## src/rtl/mult_div_unit.sv

```systemverilog
// Iterative HI/LO multiply/divide unit: shift-add multiply, restoring divide,
// plus the MFHI/MFLO/MTHI/MTLO accessors and the EX-stage stall request.
module mult_div_unit #(
   parameter int WIDTH = 32
) (
   input  logic             clk,
   input  logic             rst_n,
   input  logic             opValid,
   input  logic [5:0]       ALUControlOpcode,
   input  logic [WIDTH-1:0] operandA,
   input  logic [WIDTH-1:0] operandB,
   input  logic             cancel,
   output logic             busy,
   output logic             done,
   output logic             stallReq,
   output logic [WIDTH-1:0] hiOut,
   output logic [WIDTH-1:0] loOut,
   output logic [WIDTH-1:0] mfResult
);
   localparam logic [5:0] OP_MULT  = 6'b011000;
   localparam logic [5:0] OP_MULTU = 6'b011001;
   localparam logic [5:0] OP_DIV   = 6'b011010;
   localparam logic [5:0] OP_DIVU  = 6'b011011;
   localparam logic [5:0] OP_MFHI  = 6'b010000;
   localparam logic [5:0] OP_MTHI  = 6'b010001;
   localparam logic [5:0] OP_MFLO  = 6'b010010;
   localparam logic [5:0] OP_MTLO  = 6'b010011;
   localparam logic [5:0] LAST     = 6'(WIDTH - 1);

   typedef enum logic [1:0] {IDLE, CALC, FIX} state_e;

   state_e               state_q;
   logic [5:0]           cnt_q;
   logic                 is_mul_q, neg_res_q, neg_rem_q, done_q;
   logic [WIDTH-1:0]     opa_q, opb_q, hi_q, lo_q;
   logic [2*WIDTH-1:0]   acc_q;
   logic [WIDTH:0]       rem_q;

   logic                 is_mul, is_div, is_sgn, is_md, is_mf, is_mt;
   logic                 a_neg, b_neg;
   logic [WIDTH-1:0]     abs_a, abs_b;

   always_comb begin
      is_mul = (ALUControlOpcode == OP_MULT) || (ALUControlOpcode == OP_MULTU);
      is_div = (ALUControlOpcode == OP_DIV)  || (ALUControlOpcode == OP_DIVU);
      is_sgn = (ALUControlOpcode == OP_MULT) || (ALUControlOpcode == OP_DIV);
      is_md  = is_mul || is_div;
      is_mf  = (ALUControlOpcode == OP_MFHI) || (ALUControlOpcode == OP_MFLO);
      is_mt  = (ALUControlOpcode == OP_MTHI) || (ALUControlOpcode == OP_MTLO);
      a_neg  = is_sgn && operandA[WIDTH-1];
      b_neg  = is_sgn && operandB[WIDTH-1];
      abs_a  = a_neg ? -operandA : operandA;
      abs_b  = b_neg ? -operandB : operandB;
   end

   // Multiply: low half of acc holds the remaining multiplier bits, high half
   // accumulates; the carry of the add is shifted back in at the top.
   logic [WIDTH:0]       mul_sum;
   logic [2*WIDTH-1:0]   mul_next;
   // Divide: low half of acc holds dividend bits being shifted out and
   // quotient bits being shifted in.
   logic [WIDTH:0]       div_shift, div_diff, rem_next;
   logic                 qbit;
   logic [WIDTH-1:0]     quot_next;

   always_comb begin
      mul_sum   = {1'b0, acc_q[2*WIDTH-1:WIDTH]} + (acc_q[0] ? {1'b0, opa_q} : '0);
      mul_next  = {mul_sum, acc_q[WIDTH-1:1]};
      div_shift = {rem_q[WIDTH-1:0], acc_q[WIDTH-1]};
      div_diff  = div_shift - {1'b0, opb_q};
      qbit      = ~div_diff[WIDTH];
      rem_next  = qbit ? div_diff : div_shift;
      quot_next = {acc_q[WIDTH-2:0], qbit};
   end

   logic [2*WIDTH-1:0]   prod_fix;
   logic [WIDTH-1:0]     quot_fix, rem_fix;

   always_comb begin
      prod_fix = neg_res_q ? -acc_q : acc_q;
      quot_fix = neg_res_q ? -acc_q[WIDTH-1:0] : acc_q[WIDTH-1:0];
      rem_fix  = neg_rem_q ? -rem_q[WIDTH-1:0] : rem_q[WIDTH-1:0];
   end

   always_ff @(posedge clk or negedge rst_n) begin
      if (!rst_n) begin
         state_q   <= IDLE;
         cnt_q     <= '0;
         is_mul_q  <= 1'b0;
         neg_res_q <= 1'b0;
         neg_rem_q <= 1'b0;
         done_q    <= 1'b0;
         opa_q     <= '0;
         opb_q     <= '0;
         acc_q     <= '0;
         rem_q     <= '0;
         hi_q      <= '0;
         lo_q      <= '0;
      end else begin
         done_q <= 1'b0;
         case (state_q)
            IDLE: begin
               if (opValid && is_md) begin
                  if (is_div && operandB == '0) begin
                     hi_q   <= operandA;
                     lo_q   <= '1;
                     done_q <= 1'b1;
                  end else begin
                     state_q   <= CALC;
                     cnt_q     <= '0;
                     is_mul_q  <= is_mul;
                     neg_res_q <= a_neg ^ b_neg;
                     neg_rem_q <= a_neg;
                     opa_q     <= abs_a;
                     opb_q     <= abs_b;
                     acc_q     <= {{WIDTH{1'b0}}, (is_mul ? abs_b : abs_a)};
                     rem_q     <= '0;
                  end
               end else if (opValid && ALUControlOpcode == OP_MTHI) begin
                  hi_q <= operandA;
               end else if (opValid && ALUControlOpcode == OP_MTLO) begin
                  lo_q <= operandA;
               end
            end
            CALC: begin
               if (cancel) begin
                  state_q <= IDLE;
                  cnt_q   <= '0;
               end else begin
                  acc_q <= is_mul_q ? mul_next : {acc_q[2*WIDTH-1:WIDTH], quot_next};
                  rem_q <= is_mul_q ? rem_q : rem_next;
                  if (cnt_q == LAST) begin
                     state_q <= FIX;
                     cnt_q   <= '0;
                  end else begin
                     cnt_q <= cnt_q + 6'd1;
                  end
               end
            end
            FIX: begin
               state_q <= IDLE;
               if (!cancel) begin
                  hi_q   <= is_mul_q ? prod_fix[2*WIDTH-1:WIDTH] : rem_fix;
                  lo_q   <= is_mul_q ? prod_fix[WIDTH-1:0] : quot_fix;
                  done_q <= 1'b1;
               end
            end
            default: state_q <= IDLE;
         endcase
      end
   end

   always_comb begin
      mfResult = '0;
      if (ALUControlOpcode == OP_MFHI)      mfResult = hi_q;
      else if (ALUControlOpcode == OP_MFLO) mfResult = lo_q;
   end

   assign busy     = (state_q != IDLE);
   assign done     = done_q;
   assign hiOut    = hi_q;
   assign loOut    = lo_q;
   assign stallReq = opValid && busy && (is_md || is_mf || is_mt);
endmodule

```

## config.mk

```make
export PLATFORM = sky130hd
export DESIGN_NAME = mult_div_unit
export DESIGN_NICKNAME = d
export VERILOG_FILES = /design/src/rtl/mult_div_unit.sv
export SDC_FILE = /design/constraint.sdc
export NUM_CORES = 1
export LEC_CHECK = 0
export ABC_CLOCK_PERIOD_IN_PS = 5200
export BUFFER_PORTS_ARGS = -buffer_cell sky130_fd_sc_hd__buf_2
export CORE_MARGIN = 1.5
export CORE_UTILIZATION = 55
export DETAILED_ROUTE_END_ITERATION = 12
export GPL_ROUTABILITY_DRIVEN = 0
export GPL_TIMING_DRIVEN = 0
export PLACE_DENSITY = 0.75
export SLEW_MARGIN = 20
export SYNTH_ARGS = -nofsm -noshare
export SYNTH_HDL_FRONTEND = slang
export SYNTH_SLANG_ARGS = --single-unit
```

## constraint.sdc

```tcl
create_clock -name clk -period 5.2 [get_ports clk]
set_input_delay 0.26 -clock clk [delete_from_list [all_inputs] [get_ports clk]]
set_output_delay 0.26 -clock clk [all_outputs]
set_load 0.01 [all_outputs]
```

* Word level (Yosys, flattened, before mapping)
Cells that the tools add are included.
** Word-level totals
- Logic and storage cells :: 122
- Memories :: 0
- Memory bits (writable) :: 0
- Register bits :: 236
- Input port bits :: 74
- Output and inout port bits :: 99
- ROM bits :: 0
- Bits in latches :: 0
** Operators by class
- Multipliers :: 0
- $add $sub $neg :: 8
- Bitwise operators :: 3
- Divide/modulo/power cells :: 0
- Equality and inequality tests :: 22
- Shift-type cells :: 0
- Reduce and logical (&&, ||, !) cells :: 29
- Order comparisons :: 0
- Multiplexer cells :: 47
** Operators with widths (count)
- $mux W32 :: 24
- $mux W64 :: 5
- $pmux W32 S2 :: 3
- $neg A32 Y32 :: 4
- $pmux W64 S2 :: 1
- $neg A64 Y64 :: 1
- $eq A6 B5 Y1 const B :: 9
- $add A32 B32 Y33 :: 1
- $sub A33 B32 Y33 :: 1
- $logic_not A32 Y1 :: 1
- $mux W6 :: 4
- $ne A3 B3 Y1 const B :: 5
- $reduce_and A5 Y1 :: 3
- $ne A2 B2 Y1 const B :: 6
- $pmux W6 S2 :: 1
- $reduce_and A3 Y1 :: 3
- $logic_and A1 B1 Y1 :: 8
- $logic_or A1 B1 Y1 :: 8
- $mux W2 :: 4
- $reduce_and A4 Y1 :: 2
- $add A6 B1 Y6 const B :: 1
- $reduce_bool A2 Y1 :: 3
- $pmux W2 S2 :: 1
- $mux W1 :: 3
- other kinds (6) :: 7

* Longest topological paths before layout
Gate-level depths: netlist of run 1.
- Depth after elaboration :: 8
- Mapped depth :: 15
- Depth with buffers taken out :: 14

* Worst setup path after synthesis of run 1
No wires, ideal clock.
- Path kind :: register to register
- Start :: register acc_q[31]
- End :: register rem_q[2]
- Data required time :: 5.064 ns
- Path buffers :: 2
- Slack :: 1.577 ns
- Arrival :: 3.487 ns
- Library setup time :: 0.136 ns
- Stages on the path, launching flop included :: 16
- Period minus slack after synthesis :: 3.623 ns
- Path through :: dfrtp_1 > clkbuf_1 > inv_1 > ha_1 > fa_1 > nor2b_1 > o31ai_1 > a21oi_1 > a21oi_1 > o211ai_1 > a211oi_1 > o21ai_0 > xor2_1 > clkbuf_1 > mux2i_1 > o21ai_0
** On the way
- Cells in the longest elaborated chain, start to end :: 5
** Ends and longest elaborated chain
- start: declaration :: RTL line 36 : logic [2*WIDTH-1:0] acc_q;
- start signal: assignment :: RTL line 116 : acc_q <= {{WIDTH{1'b0}}, (is_mul ? abs_b : abs_a)};
- start signal: assignment :: RTL line 130 : acc_q <= is_mul_q ? mul_next : {acc_q[2*WIDTH-1:WIDTH], quot_next};
- $sub A33 B32 Y33 :: RTL line 70 : div_diff = div_shift - {1'b0, opb_q};
- $mux W32 :: RTL line 72 : rem_next = qbit ? div_diff : div_shift;
- $mux W32 :: RTL line 131 : rem_q <= is_mul_q ? rem_q : rem_next;
- $mux W32 :: RTL line 126 : if (cancel) begin
- $pmux W32 S2 :: RTL line 101 : case (state_q)
- end signal: assignment :: RTL line 131
- end: declaration :: RTL line 37 : logic [WIDTH:0] rem_q;
Every way passes these cells. The select of a mux whose other input is x is not followed.
A chain may end at the register's enable or synchronous reset.

* Worst setup path in the final report of run 1
- Start :: register acc_q[31]
- End :: register rem_q[27]
Same word-level chain as after synthesis.

==> results of run 1 <==
## how the worst max path moves through the flow
stage	startpoint	endpoint	slack, ns	cells after the start
finish	acc_q[31]$_DFFE_PN0P_	rem_q[27]$_DFFE_PN0P_	0.30	15
global route	acc_q[31]$_DFFE_PN0P_	rem_q[10]$_DFFE_PN0P_	-0.008	15
CTS	acc_q[31]$_DFFE_PN0P_	rem_q[10]$_DFFE_PN0P_	0.40	15
detailed placement	acc_q[31]$_DFFE_PN0P_	rem_q[10]$_DFFE_PN0P_	0.43	15
global placement	rst_n	cnt_q[1]$_DFFE_PN0P_	-0.34	1
floorplan	acc_q[31]$_DFFE_PN0P_	rem_q[2]$_DFFE_PN0P_	1.58	15
## worst min-delay path: stages
cell and delay (ns):
buf_2 0.12, a21oi_1 0.07, o22ai_1 0.11
## power by group
part | internal [mW] | total (mW) | switching (mW)
registers | 2.27 | 2.87 | 0.606
logic | 1.71 | 4.16 | 2.45
clock network | 1.11 | 1.95 | 0.840
## registers in the layout, summed over array words and instances, names as in the netlist
| signal | cells |
|---|---|
| acc_q | 64 |
| cnt_q | 6 |
| done | 1 |
| hiOut | 32 |
| is_mul_q | 1 |
| loOut | 32 |
| neg_rem_q | 1 |
| neg_res_q | 1 |
| opa_q | 32 |
| opb_q | 32 |
| rem_q | 32 |
| state_q | 2 |
## repair_timing
action	in CTS	in global routing
hold endpoints to repair	70	0
hold buffers	1	0
setup endpoints to repair	0	0
## synthesized netlist by cell type (4+ instances only)
| master | count |
|---|---|
| or4_1 | 20 |
| nand3_1 | 48 |
| mux2i_1 | 89 |
| nor3_1 | 39 |
| and3_1 | 11 |
| nor2b_1 | 18 |
| nand3b_1 | 4 |
| o31a_1 | 5 |
| a221o_1 | 6 |
| buf_2 | 22 |
| nor4_1 | 16 |
| nand4_1 | 12 |
| and2_1 | 40 |
| o211ai_1 | 16 |
| o21bai_1 | 8 |
| a211oi_1 | 28 |
| inv_1 | 64 |
| ha_1 | 69 |
| o31ai_1 | 59 |
| clkbuf_1 | 108 |
| o22ai_1 | 34 |
| or2_2 | 4 |
| a31oi_1 | 17 |
| buf_1 | 8 |
| o21ai_0 | 247 |
| xnor2_1 | 119 |
| o21a_1 | 11 |
| a311oi_1 | 6 |
| or3_1 | 18 |
| nand2b_1 | 22 |
| nand2_1 | 331 |
| a21oi_1 | 161 |
| dfrtp_1 | 236 |
| nor2_1 | 191 |
| xor2_1 | 81 |
| o41ai_1 | 19 |
| a21o_1 | 34 |
| o22a_1 | 7 |
## cell usage in the layout (no fill, tap or decap), drive strengths merged, types with 7 or more instances in the layout
| cell | netlist | routed |
|---|---|---|
| a211oi | 28 | 28 |
| a21o | 34 | 34 |
| a21oi | 161 | 161 |
| a31oi | 17 | 17 |
| and2 | 41 | 41 |
| and3 | 11 | 11 |
| buf | 32 | 203 |
| clkbuf | 108 | 141 |
| dfrtp | 236 | 236 |
| ha | 69 | 69 |
| inv | 64 | 64 |
| mux2i | 89 | 89 |
| nand2 | 332 | 332 |
| nand2b | 22 | 22 |
| nand3 | 48 | 48 |
| nand4 | 12 | 12 |
| nor2 | 191 | 191 |
| nor2b | 18 | 18 |
| nor3 | 40 | 40 |
| nor4 | 16 | 16 |
| o211ai | 16 | 16 |
| o21a | 11 | 11 |
| o21ai | 248 | 248 |
| o21bai | 8 | 8 |
| o22a | 7 | 7 |
| o22ai | 34 | 34 |
| o31ai | 62 | 62 |
| o41ai | 19 | 19 |
| or3 | 18 | 18 |
| or4 | 23 | 23 |
| xnor2 | 119 | 119 |
| xor2 | 81 | 81 |
## logic make-up after synthesis
kind of cell / count (synthesis) / synth area share [%]
simple gates: 789 / 19.87
flops: 236 / 32.62
fa+ha+maj: 71 / 4.990
buf+inv: 204 / 4.465
mux: 91 / 5.046
compound gates: 691 / 23.33
xor+xnor: 200 / 9.677
## final cells by class
class                      instances  area, um2
sequential                       236       5906
tap                              442      553.0
clock buffer                      33      747.0
buffer                           140      568.0
multi-input combinational       1842      11390
clock inverter                    12      138.9
fill                            2860      11990
antenna                            2      5.005
inverter                          64      240.2
timing repair buffer             172      920.9
## through the flow
step,cell area (um2),setup WS (ns),TNS [ns]
final,20470,0.3003,0
after floorplan,18100,1.577,0
after detailed placement,19570,0.4295,0
after global placement,19500,-0.3397,-70.06
after CTS,20460,0.4048,0
after global routing,20470,-0.007554,-0.01090
## routing by layer
layer | vias up | share of wire, % | GRT usage, %
met5 | - | 0 | 0
met4 | 0 | 7.6 | 25.61
met3 | 282 | 11 | 8.892
met2 | 1266 | 42 | 57.25
met1 | 8934 | 39 | 51.18
li1 | 8536 | - | -
==> results_dict.tcl, run 1 <==
set metrics [dict create \
    synth_area_leaders "dfrtp_1 33%, nand2_1 6.9%, o21ai_0 6.8%" \
    fin_util_pct 63.07 \
    yosysUniqueCellTypes 69 \
    reg2reg_depth 15 \
    clock_latency_ns 0.56 \
    timing.final.crit_share_pct 94.23 \
    synth_largest_area_cell "dfrtp_1" \
    holdWs_ns 0.06116 \
    ir_worst_vdd_mv 0.3878 \
    holdPathEnd "hiOut[20]$_DFFE_PN0P_" \
    post_drt_wl_per_cell_um 22.83 \
    cts-resized-gates 0 \
    grtUsageTotal_pct 38.89 \
    ios 173 \
    ys.flop_type "dfrtp_1" \
    vias 19020 \
    path_cells "clkbuf_1 -> inv_1 -> ha_1 -> fa_1 -> nor2b_1 -> o31ai_1 -> a21oi_1 -> a21oi_1 -> o211ai_1 -> a211oi_1 -> o21ai_0 -> xor2_1 -> clkbuf_1 -> mux2i_1 -> o21ai_0" \
    worst_slew_pin_slew_ns 1.071 \
    synth_edf_count 0 \
    worstHoldPathCells 3 \
    antenna_found_initial 2 \
    drive_gt1_share_pct 10.24 \
    critical_path_buf_inv_count 3 \
    status "finished, final reports clean" \
    cts_max_level 1 \
    grt_pass1_vias 17280 \
    drt-total-wl_um 67200 \
    grt_pass1_wl_um 100700 \
    worstReg2RegEnd "rem_q[27]$_DFFE_PN0P_" \
    fin_skew_ns 0.01464 \
    timing.rr.start "acc_q[31]$_DFFE_PN0P_" \
    required_ns 5.61 \
    clk_pin_slew_ns 0.06 \
    final_cells 2943 \
    yosys.area.top_type_share_pct 32.62 \
    crit_path_start_kind "flop" \
    synth-seq-area-share_pct 32.62 \
    drt_first_pass_iters 9 \
    finalPower_mw 8.991 \
    regToRegSetupSlack_ns 0.30 \
    ant_nets 0 \
    drcViolationCount 0 \
    p_leak_nw 8.987 \
    grt_max_degree 95 \
    max_freq_mhz 204.1 \
    die_w_um 184.4 \
    yosysWarningCount 0 \
    critPathCaptureType "flop" \
    syn_area_um2 18100 \
    min_period_ns 4.900 \
    io_buffers 169 \
    critical_path_class "flop to flop" \
    avgSynthCellArea_um2 7.933 \
    cts_sinks 236 \
    die_area_um2 34010 \
    dp.cells 2895 \
    async_reset_ff_share_pct 100.0 \
    cpLargestDelayFamily "compound AO/OA/AOI/OAI gates" \
    syn_to_final_growth_pct 13.06 \
    start_util_pct 55.78 \
    powerDensity_nw_per_um2 439.3 \
    synth_nets 2427 \
    cts_buffers 26 \
    post_cts_buffers 0 \
    clk_path_buf_depth 3 \
    fin_nets 2627 \
    dr.first_iter.drc_count 2337 \
    holdCritStartpoint "operandA[20]" \
    grt-ovfl-total 0 \
    synth_seq_cells 236 \
    root_buffer "clkbuf_16" \
    setup_violations 0 \
    maxSlewHeadroom_pct 28.16 \
    cpPeakStageDelay_ns 0.63 \
    dp_hpwl_um 52760 \
    cts_tree "yes" \
    die_y_um 184.4 \
    cap_violations 0 \
    synth_cells 2282 \
    fp.coreArea_um2 32450 \
    worstPathMaxFanout 10 \
    drv_slew 0 \
    num_rows 66 \
    final_hold_viol_count 0 \
    cp_slowest_cell "clkbuf_1" \
    routed_via_density 6.462 \
    hold_path_class "primary input to flop" \
    cp.arrival_ns 5.31 \
]
Note: power is estimated with default switching activity, not from simulation.
==> inputs of run 2 (changes only) <==
Settings changed: PLACE_DENSITY 0.75 to 0.83.
==> run 2 against run 1 <==
- critical path type unchanged
- non-clock buffer count unchanged
- global-route usage shrank 0.27 points
- first-iteration DRC count is 38% higher
- sequential share of layout area fell by 0.083 points
- maximum frequency up 1.9%
- hold slack worse by 0.031 ns
==> results_dict.tcl, run 2 (synthesis gave the netlist of run 1 again) <==
set metrics [dict create \
    intPower_mw 5.178 \
    timing.final.crit_share_pct 92.49 \
    setup_slack_ns 0.3903 \
    worstHoldPathCells 3 \
    syn_to_final_growth_pct 13.39 \
    io_buffers 169 \
    comb_power_share_pct 46.3 \
    fin_nets 2628 \
    layout_commonest_cell "nand2_1" \
    die_y_um 184.4 \
    routed_via_density 6.567 \
    path_cells "clkbuf_1 -> inv_1 -> ha_1 -> fa_1 -> nor2b_1 -> o31ai_1 -> a21oi_1 -> a21oi_1 -> o211ai_1 -> a211oi_1 -> o21ai_0 -> xor2_2 -> clkbuf_2 -> mux2i_1 -> o21ai_0" \
    fin_skew_ns 0.03176 \
    die_area_um2 34010 \
    antenna_found_initial 2 \
    cts_sinks 236 \
    pre_cts_ws_ns 0.3101 \
    regArea_um2 5906 \
    post_cts_buffers 0 \
    fp.coreArea_um2 32450 \
    required_ns 5.63 \
    start_util_pct 55.78 \
    seq_power_share_pct 31.2 \
    crit_path_start_kind "flop" \
    grt_pass1_wl_um 100400 \
    min_period_ns 4.810 \
    num_rows 66 \
    setup_violations 0 \
    ios 173 \
    fillerInstances 2655 \
    p_leak_nw 9.017 \
    largest_register "acc_q" \
    rsz0062_at_grt "false" \
    clk_path_buf_depth 3 \
    dr.first_iter.drc_count 3225 \
    reg2reg_depth 15 \
    cts_buffers 27 \
    power.switching_mw 3.942 \
    drive_gt1_share_pct 10.42 \
    critPathCaptureType "flop" \
    drt_first_pass_iters 13 \
    clock_latency_ns 0.58 \
    drcViolationCount 0 \
    largest_register_ff_count 64 \
    cpLargestDelayFamily "compound AO/OA/AOI/OAI gates" \
    die_w_um 184.4 \
    cp.arrival_ns 5.24 \
    worstPathMaxFanout 10 \
    dp.cells 2895 \
    ir_worst_vdd_mv 0.3408 \
    p_clk_share_pct 22.5 \
    root_buffer "clkbuf_16" \
    vias 19350 \
    grt_max_degree 88 \
    critical_path_class "flop to flop" \
    grt-ovfl-total 0 \
    swShare_pct 43.23 \
    hold_path_class "primary input to flop" \
    final_hold_viol_count 0 \
    placed_cell_area_um2 19570 \
    cts_max_level 1 \
    layout_common_cells "331 x nand2_1, 247 x o21ai_0, 236 x dfrtp_1, 191 x nor2_1, 190 x buf_2" \
    multi_input_area_um2 11400 \
    post_drt_wl_per_cell_um 22.64 \
    final_cells 2947 \
    drv_slew 0 \
    finalPower_mw 9.120 \
    clk_pin_slew_ns 0.07 \
    dp_hpwl_um 51180 \
    maxSlewHeadroom_pct 34.95 \
    status "finished, final reports clean" \
    critical_path_buf_inv_count 3 \
    worst_slew_pin_slew_ns 0.9688 \
    cpPeakStageDelay_ns 0.63 \
    grtUsageTotal_pct 38.63 \
    cp.depth 15 \
    powerDensity_nw_per_um2 444.3 \
    grt_pass1_vias 17770 \
    drt-total-wl_um 66710 \
    cp_slowest_cell "clkbuf_1" \
    ant_nets 0 \
    fin_area_um2 20530 \
    cap_violations 0 \
    max_freq_mhz 207.9 \
    cts_tree "yes" \
]
-- run 2: final timing paths --
kind                                  startpoint                    end  slack, ns
max                        acc_q[31]$_DFFE_PN0P_  rem_q[10]$_DFFE_PN0P_       0.39
min                                 operandA[20]  hiOut[20]$_DFFE_PN0P_       0.03
max reg2reg                acc_q[31]$_DFFE_PN0P_  rem_q[10]$_DFFE_PN0P_       0.39
min in group asynchronous                  rst_n  acc_q[40]$_DFFE_PN0P_       0.24
min reg2reg                opa_q[15]$_DFFE_PN0P_  opa_q[15]$_DFFE_PN0P_       0.47
max in group asynchronous                  rst_n   rem_q[9]$_DFFE_PN0P_       3.76
-- run 2: layout make-up --
| type | instances | share of cell area (%) |
|---|---|---|
| Multi-Input combinational cell | 1842 | 55.52 |
| Sequential cell | 236 | 28.77 |
| Timing Repair Buffer | 172 | 4.486 |
| Clock buffer | 33 | 3.499 |
| Buffer | 140 | 2.786 |
| Tap cell | 442 | 2.694 |
| Inverter | 64 | 1.170 |
| Clock inverter | 17 | 1.061 |
| Antenna cell | 1 | 0.01219 |
-- run 2: per-layer routing --
| layer | vias to the layer above | global-route usage (%) | wire (um) |
|---|---|---|---|
| li1 | 8536 | - | - |
| met1 | 9000 | 45.71 | 23950 |
| met2 | 1438 | 58.42 | 28010 |
| met3 | 376 | 15.85 | 9473 |
| met4 | 2 | 23.38 | 5254 |
| met5 | - | 1.185 | 18 |
-- run 2: through the flow --
stage,setup TNS [ns],hold WS (ns),util [%]
final,0,0.03033,63.25
after global routing,0,0.05337,63.25
after CTS,0,0.02377,63.20
after detailed placement,0,0.2465,60.29
after global placement,-56.13,0.4556,60.09
after floorplan,0,-0.03559,-
-- run 2: power by group through the flow --
stage / combinational [mW] / sequential (mW) / clock [mW]
2_1_floorplan: 2.91 / 2.72 / 0
4_1_cts: 4.06 / 2.80 / 2.03
3_5_place_dp: 4.02 / 2.83 / 0
3_3_place_gp: 3.87 / 2.81 / 0
6_report: 4.22 / 2.84 / 2.05
5_1_grt: 4.58 / 2.88 / 2.11
-- run 2: worst register-to-register path, stage by stage, from the launching register on --
cell and delay (ns):
dfrtp_1 0.32, clkbuf_1 0.63, inv_1 0.17, ha_1 0.26, fa_1 0.40, nor2b_1 0.19
o31ai_1 0.13, a21oi_1 0.27, a21oi_1 0.22, o211ai_1 0.34, a211oi_1 0.13, o21ai_0 0.40
xor2_2 0.44, clkbuf_2 0.40, mux2i_1 0.27, o21ai_0 0.10
-- run 2: repair_timing --
| action | 4_1_cts | 5_1_grt |
|---|---|---|
| gates resized for setup | 0 | 7 |
| endpoints found under the hold margin | 70 | 0 |
| setup endpoints to repair | 0 | 28 |
| hold buffers | 1 | 0 |
